**config.mk**
```make
export PLATFORM = sky130hd
export DESIGN_NAME = seq_detect_fsm
export DESIGN_NICKNAME = d
export VERILOG_FILES = /design/src/rtl/seq_detect_fsm.sv
export SDC_FILE = /design/constraint.sdc
export NUM_CORES = 1
export LEC_CHECK = 0
export CORE_MARGIN = 2
export CORE_UTILIZATION = 50
export CTS_BUF_LIST = sky130_fd_sc_hd__clkbuf_4
export DETAILED_ROUTE_END_ITERATION = 10
export HOLD_SLACK_MARGIN = 0.1
export PLACE_DENSITY = 0.88
export SLEW_MARGIN = 20
export SYNTH_ARGS = -nofsm -noshare
export SYNTH_HDL_FRONTEND = slang
export SYNTH_SLANG_ARGS = --single-unit
```
**constraint.sdc**
```tcl
create_clock -name clk -period 2 [get_ports clk]
set_input_delay 0.3 -clock clk [delete_from_list [all_inputs] [get_ports clk]]
set_output_delay 0.3 -clock clk [all_outputs]
set_load 0.02 [all_outputs]
```
**src/rtl/seq_detect_fsm.sv**
```systemverilog
// rtl/seq_detect_fsm.sv - serial pattern detector with Mealy strobe, Moore pulse and saturating hit counter
module seq_detect_fsm #(
    parameter int                 PAT_LEN   = 4,
    parameter int                 CNT_W     = 8,
    parameter logic [PAT_LEN-1:0] PAT_RESET = 4'b1011
) (
    input  logic               clk,
    input  logic               reset,
    input  logic               en,
    input  logic               overlap,
    input  logic               din,
    input  logic               din_valid,
    input  logic               pat_load,
    input  logic [PAT_LEN-1:0] pat_in,
    input  logic               cnt_clr,
    output logic               match_mealy,
    output logic               match_moore,
    output logic [CNT_W-1:0]   match_cnt,
    output logic               busy
);

    localparam int             FW       = (PAT_LEN > 2) ? $clog2(PAT_LEN) : 1;
    localparam logic [FW-1:0]  FILL_MAX = FW'(PAT_LEN - 1);
    localparam logic [CNT_W-1:0] CNT_MAX = '1;

    typedef enum logic [1:0] {
        IDLE  = 2'd0,
        FILL  = 2'd1,
        ARMED = 2'd2,
        HIT   = 2'd3
    } state_t;

    state_t               state_q, state_d;
    logic [PAT_LEN-2:0]   window_q, window_d;
    logic [FW-1:0]        fill_cnt_q, fill_cnt_d;
    logic [PAT_LEN-1:0]   pat_reg_q, pat_reg_d;
    logic [CNT_W-1:0]     match_cnt_q, match_cnt_d;
    logic                 match_moore_q, match_moore_d;
    logic                 busy_q, busy_d;

    logic                 accept;
    logic                 match_now;
    logic [PAT_LEN-1:0]   shifted;

    always_comb begin
        accept    = en & din_valid & ~pat_load;
        shifted   = {window_q, din};
        match_now = accept && (fill_cnt_q == FILL_MAX) && (shifted == pat_reg_q);
    end

    always_comb begin
        state_d    = state_q;
        window_d   = window_q;
        fill_cnt_d = fill_cnt_q;
        pat_reg_d  = pat_reg_q;

        if (pat_load) begin
            pat_reg_d  = pat_in;
            fill_cnt_d = '0;
            window_d   = '0;
            state_d    = en ? FILL : IDLE;
        end else if (!en) begin
            state_d    = IDLE;
            fill_cnt_d = '0;
        end else begin
            if (accept) begin
                window_d   = shifted[PAT_LEN-2:0];
                fill_cnt_d = (fill_cnt_q == FILL_MAX) ? fill_cnt_q : fill_cnt_q + 1'b1;
            end
            if (match_now) begin
                state_d = HIT;
                // Non-overlapping mode discards the history that formed this hit.
                if (!overlap) begin
                    fill_cnt_d = '0;
                end
            end else begin
                // Covers IDLE->FILL, FILL->ARMED, and HIT exit (ARMED or FILL by fill level).
                state_d = (fill_cnt_d == FILL_MAX) ? ARMED : FILL;
            end
        end
    end

    always_comb begin
        match_cnt_d = match_cnt_q;
        if (cnt_clr) begin
            match_cnt_d = {{(CNT_W-1){1'b0}}, match_now};
        end else if (match_now && (match_cnt_q != CNT_MAX)) begin
            match_cnt_d = match_cnt_q + 1'b1;
        end
    end

    always_comb begin
        match_moore_d = (state_d == HIT);
        busy_d        = (state_d != IDLE);
    end

    always_ff @(posedge clk or negedge reset) begin
        if (!reset) begin
            state_q       <= IDLE;
            window_q      <= '0;
            fill_cnt_q    <= '0;
            pat_reg_q     <= PAT_RESET;
            match_cnt_q   <= '0;
            match_moore_q <= 1'b0;
            busy_q        <= 1'b0;
        end else begin
            state_q       <= state_d;
            window_q      <= window_d;
            fill_cnt_q    <= fill_cnt_d;
            pat_reg_q     <= pat_reg_d;
            match_cnt_q   <= match_cnt_d;
            match_moore_q <= match_moore_d;
            busy_q        <= busy_d;
        end
    end

    assign match_mealy = match_now;
    assign match_moore = match_moore_q;
    assign match_cnt   = match_cnt_q;
    assign busy        = busy_q;

endmodule

```
==> results.md <==
Yosys:
- Summing every instance area after synthesis gives ~940 sq um.
- The synthesized-area fraction occupied by and/or/nand/nor cells is a little under a quarter.
- A synthesized cell averages between 10 and 15 sq um.
- During synthesis, Yosys emitted a total of 0 warnings.
- After Yosys synthesis, XOR and XNOR cells account for under 10% of the synthesized area.
- The number of library cell types mapped by synthesis is 31.
- Of the post-synthesis cell area, the dominant cell type holds between 40% and 50%.
- Counting flops and latches in the post-synthesis netlist gives 19.
- Sorting the synthesized cells by area gives the leading types as sky130_fd_sc_hd__dfrtp_1 42%, sky130_fd_sc_hd__dfstp_2 8.4%, sky130_fd_sc_hd__mux2_2 4.8%.
- The share of the synthesized area in compound gates (AO/OA/AOI/OAI) is approximately a tenth.
- The main combinational cell family by area after synthesis is simple AND/OR/NAND/NOR gates.
- The multiplexer area fraction after synthesis is under 10%.
- Of all cell types, the one taking the most synthesized area is sky130_fd_sc_hd__dfrtp_1.
- For this run, the register share of the synthesized area comes to between 50% and 60%.
- The gate count of the mapped netlist is a little under 90.
- Synthesis produced a netlist with a net count of 101.
- Summing the areas of all fa, ha and maj instances in the mapped netlist gives roughly 1.3% of the synthesized area.

Detailed routing:
- The first-iteration detailed-routing DRC count is 9.
- The number of iterations in the first detailed-routing pass is 4.
- After detailed routing, the average wire length per cell comes to roughly 15 um.
- The final route contains between 800 and 900 vias.
- After detailed routing, the number of remaining DRC violations is 0.
- The number of nets with antenna violations after routing is 0.
- The via-per-instance ratio is between 5 and 6.
- Wires add up to approximately 2.2 mm.

Layout:
- Compared with the post-synthesis result, the final layout area differs by 35.72%.
- The multi-input combinational cells in the finished layout cover a total of about 440 sq um.
- After the last flow step, the layout net total stands at around 130.
- Cells with a size suffix above 1 make up approximately a quarter of the layout.
- The design area is between 1000 and 1500 sq um.
- Fill cells in the final layout number approximately 130.
- Cells fill approximately three quarters of the core in the end.
- The finished layout holds 145 standard cells, fillers aside.
- The number of antenna repair diodes is 0.
- The area of all sequential standard cells is about 480 sq um.

Worst setup path:
- Traced cell by cell, the critical path runs through xor2_2 > nor4_4 > buf_4 > nand3_4 > or4_1 > a21oi_1.
- Measured in cells, the most critical reg-to-reg path has a length of 6.
- The critical path required time is ~2.2 ns.
- The worst register-to-register path ends at match_cnt[5].
- Of all nets on the critical path, the largest fanout is 5.
- The largest stage delay on the critical path is 0.57 ns.
- The reg2reg setup slack is about 0.028 ns.
- The cell family contributing the most delay on the critical path is simple AND/OR/NAND/NOR gates.
- The worst endpoint data arrival time is between 2 and 2.5 ns.
- The kind of end point of the critical path is a register.
- The slowest stage of the critical path is the sky130_fd_sc_hd__dfstp_2 cell.
- The worst register-to-register path begins at pat_reg_q[3].
- The number of buffers and inverters on the critical path is 1.
- The startpoint-to-endpoint class of the critical path is register to register.
- The nature of the critical path startpoint is a register.

Pwr:
- The internal portion of the total power is between 0.0005 and 0.0006 W.
- The power dissipated by switching net loads is between 0.00015 and 0.0002 W.
- The share of total power in the clock network is between 20 and 30%.
- The share of power burned in registers is ~59%.
- The share of total power consumed by net switching is between 20% and 30%.
- IR analysis of the VDD net gives a maximum drop of about 0.00036 V.
- Combinational logic is responsible for 12.3% of the overall power.
- Power spread over the standard cell area amounts to roughly 540 nW/um^2.
- The analysis attributes to cell leakage a power of ~0.54 nW.

STA:
- The number of hold violations in the final report is 0.
- The max-slew violation total from the final report is 0.
- The headroom to the max-slew limit is a little over two thirds.
- Counting I/O delays and the setup requirement, the final critical path takes about 2.0 ns.
- The share of the clock period used by the worst path after layout is roughly 100%.
- For the final database, setup skew stands at roughly 0.0076 ns.
- For the pin with the worst max-slew slack, the measured transition is around 0.45 ns.
- For this run, the top clock speed supported by timing is between 0.5 and 0.6 GHz.
- Setup violations remaining at the end of the flow were counted as 0.
- Once routing completed, OpenROAD measured the worst setup slack at roughly 0.028 ns.
- Adding up every negative setup slack in the final design gives 0 ns.
- Setup repair after global routing could not meet its margin everywhere.

Floorplanning:
- In this run the core area contains 15 standard-cell rows.
- The number of ports placed on the die boundary is 23.
- Once the floorplan was initialized, standard cells occupied ~54% of the core.
- The core region is between 1500 and 2000 sq um.
- The vertical die dimension is 47.41 um.
- The area enclosed by the die boundary is approximately 2200 sq um.
- The die is between 40 and 50 um wide.

Clock network:
- The total CTS buffers is 3.
- Buffers inserted to repair hold after CTS numbered 0.
- The clock sink count is 19.
- CTS built an H-tree with a depth of 1.
- The clock tree from TritonCTS is built.
- Clock-pin slew was measured on the worst setup and hold paths at 0.12 ns.
- For the worst-skew pair, the clock arrives at the later sink with an insertion delay of 0.30 ns.
- The clock passes through at most 2 buffers.
- CTS placed an instance of sky130_fd_sc_hd__clkbuf_4 at the clock tree root.
- In this run the post-CTS setup repair buffer count came out at 0.

Placement:
- At the placement stage, the worst setup path has a slack of -0.2018 ns.
- The cell count after placement is approximately 140.
- The instance area after placement is approximately 1200 sq um.
- The number of buffers added on ports is 22.
- The placer's final routability congestion estimate is around 0.86.
- Summed over all nets, the half-perimeter wirelength after detailed placement is 1.561 mm.

GRT:
- For this run the aggregate overflow at the end of global routing stands at 0.
- The first-pass GRT wire length is 3.291 mm.
- The global-route usage over all layers is about 21%.
- The maximum number of pins on one net before global-route repair is 13.
- The number of antenna violations at the first check in global routing is 0.
- The number of global-route vias before repair is 725.

Hold path:
- The tightest min-delay check is of the primary input to async pin type.

Run status:
- The flow ran to the end, and the final reports show no timing, DRC or antenna violations.

Run:
- Max-cap violations in this run came to 0.
-- flip-flops by register name, summed over array words and instances, names as in the netlist --
signal and flops:
pat_reg_q 4, window_q 3, fill_cnt_q 2, match_cnt 8, busy 1, match_moore 1
-- Yosys cell counts --
library cell and count:
sky130_fd_sc_hd__o211ai_1 1, sky130_fd_sc_hd__clkbuf_2 1, sky130_fd_sc_hd__nand3_4 1, sky130_fd_sc_hd__nand4_1 1, sky130_fd_sc_hd__dfrtp_1 16, sky130_fd_sc_hd__nor4_4 1
sky130_fd_sc_hd__nand3_1 6, sky130_fd_sc_hd__and4_1 2, sky130_fd_sc_hd__ha_1 1, sky130_fd_sc_hd__and3_1 1, sky130_fd_sc_hd__or4_1 2, sky130_fd_sc_hd__nor2_1 5
sky130_fd_sc_hd__o21ba_2 1, sky130_fd_sc_hd__xor2_1 5, sky130_fd_sc_hd__bufbuf_8 1, sky130_fd_sc_hd__nand3b_1 1, sky130_fd_sc_hd__nand2_1 11, sky130_fd_sc_hd__a21oi_1 8
sky130_fd_sc_hd__clkbuf_1 1, sky130_fd_sc_hd__o31ai_1 2, sky130_fd_sc_hd__buf_2 1, sky130_fd_sc_hd__dfstp_2 3, sky130_fd_sc_hd__mux2_2 4, sky130_fd_sc_hd__nor2b_2 1
sky130_fd_sc_hd__o21ai_0 3, sky130_fd_sc_hd__or3_1 1, sky130_fd_sc_hd__nor3_1 2, sky130_fd_sc_hd__or4b_1 1, sky130_fd_sc_hd__o21a_1 1, sky130_fd_sc_hd__mux2i_1 1
sky130_fd_sc_hd__inv_1 2
-- layer usage --
metal	wire length, um	GRT usage (%)
met5	0	0
met4	40	8.889
met3	114	3.019
met2	1102	35.41
met1	922	28.26
-- area by class of cell --
| class | count | share of cell area (%) |
|---|---|---|
| Sequential cell | 19 | 37.48 |
| Multi-Input combinational cell | 63 | 34.25 |
| Timing Repair Buffer | 32 | 22.90 |
| Tap cell | 25 | 2.446 |
| Clock buffer | 3 | 1.761 |
| Clock inverter | 1 | 0.5871 |
| Inverter | 2 | 0.5871 |
-- cell families (layout without fill, tap and decap cells) --
| kind of cell | Yosys count | count (layout) |
|---|---|---|
| AOI/OAI and AO/OA | 16 | 16 |
| buffers and inverters | 6 | 38 |
| muxes | 5 | 5 |
| xor gates and xnor gates | 5 | 5 |
| and+or+nand+nor | 36 | 36 |
| adders and majority gates | 1 | 1 |
| DFF | 19 | 19 |
-- through the flow --
step	power (W)	hold WS [ns]
floorplan	0.0004573	0.004409
global placement	0.0004962	0.4999
detailed placement	0.0005015	0.5050
CTS	0.0006941	0.3075
global route	0.0007210	0.3143
finish	0.0006948	0.2974
-- power groups by stage --
stage	Clock (W)	Sequential [W]	Combinational, W
5_1_grt	0.000218	0.000411	0.0000920
6_report	0.000199	0.000410	0.0000854
3_3_place_gp	0	0.000415	0.0000813
4_1_cts	0.000199	0.000409	0.0000861
3_5_place_dp	0	0.000416	0.0000856
2_1_floorplan	0	0.000415	0.0000422
-- worst max path at each step --
stage                      start      endpoint  slack (ns)  cells past startpoint
detailed placement           din   match_mealy       -0.20                      6
floorplan           match_cnt[0]  match_cnt[3]        0.17                      6
global route        pat_reg_q[3]  match_cnt[3]       -0.02                      6
global placement              en   match_mealy       -0.19                      6
CTS                 pat_reg_q[0]  match_cnt[3]        0.01                      6
finish              pat_reg_q[3]  match_cnt[5]        0.03                      6
-- placed cells by master, fill, tap and decap left out, types with 2 or more instances in the layout --
cell type	n
sky130_fd_sc_hd__clkdlybuf4s50_1	21
sky130_fd_sc_hd__o21ai_0	3
sky130_fd_sc_hd__and4_1	2
sky130_fd_sc_hd__clkbuf_4	3
sky130_fd_sc_hd__buf_4	11
sky130_fd_sc_hd__nor3_1	2
sky130_fd_sc_hd__o31ai_1	2
sky130_fd_sc_hd__dfstp_2	3
sky130_fd_sc_hd__nor2_1	5
sky130_fd_sc_hd__a21oi_1	7
sky130_fd_sc_hd__mux2_2	4
sky130_fd_sc_hd__nand3_1	6
sky130_fd_sc_hd__xor2_1	4
sky130_fd_sc_hd__dfrtp_1	16
sky130_fd_sc_hd__or4_1	2
sky130_fd_sc_hd__nand2_1	11
-- what timing repair did --
item                                    4_1_cts  5_1_grt
endpoints found under the setup margin        1        5
resized for setup                             4        5
pin swaps                                     2        7
(Power assumes the default switching activity.)
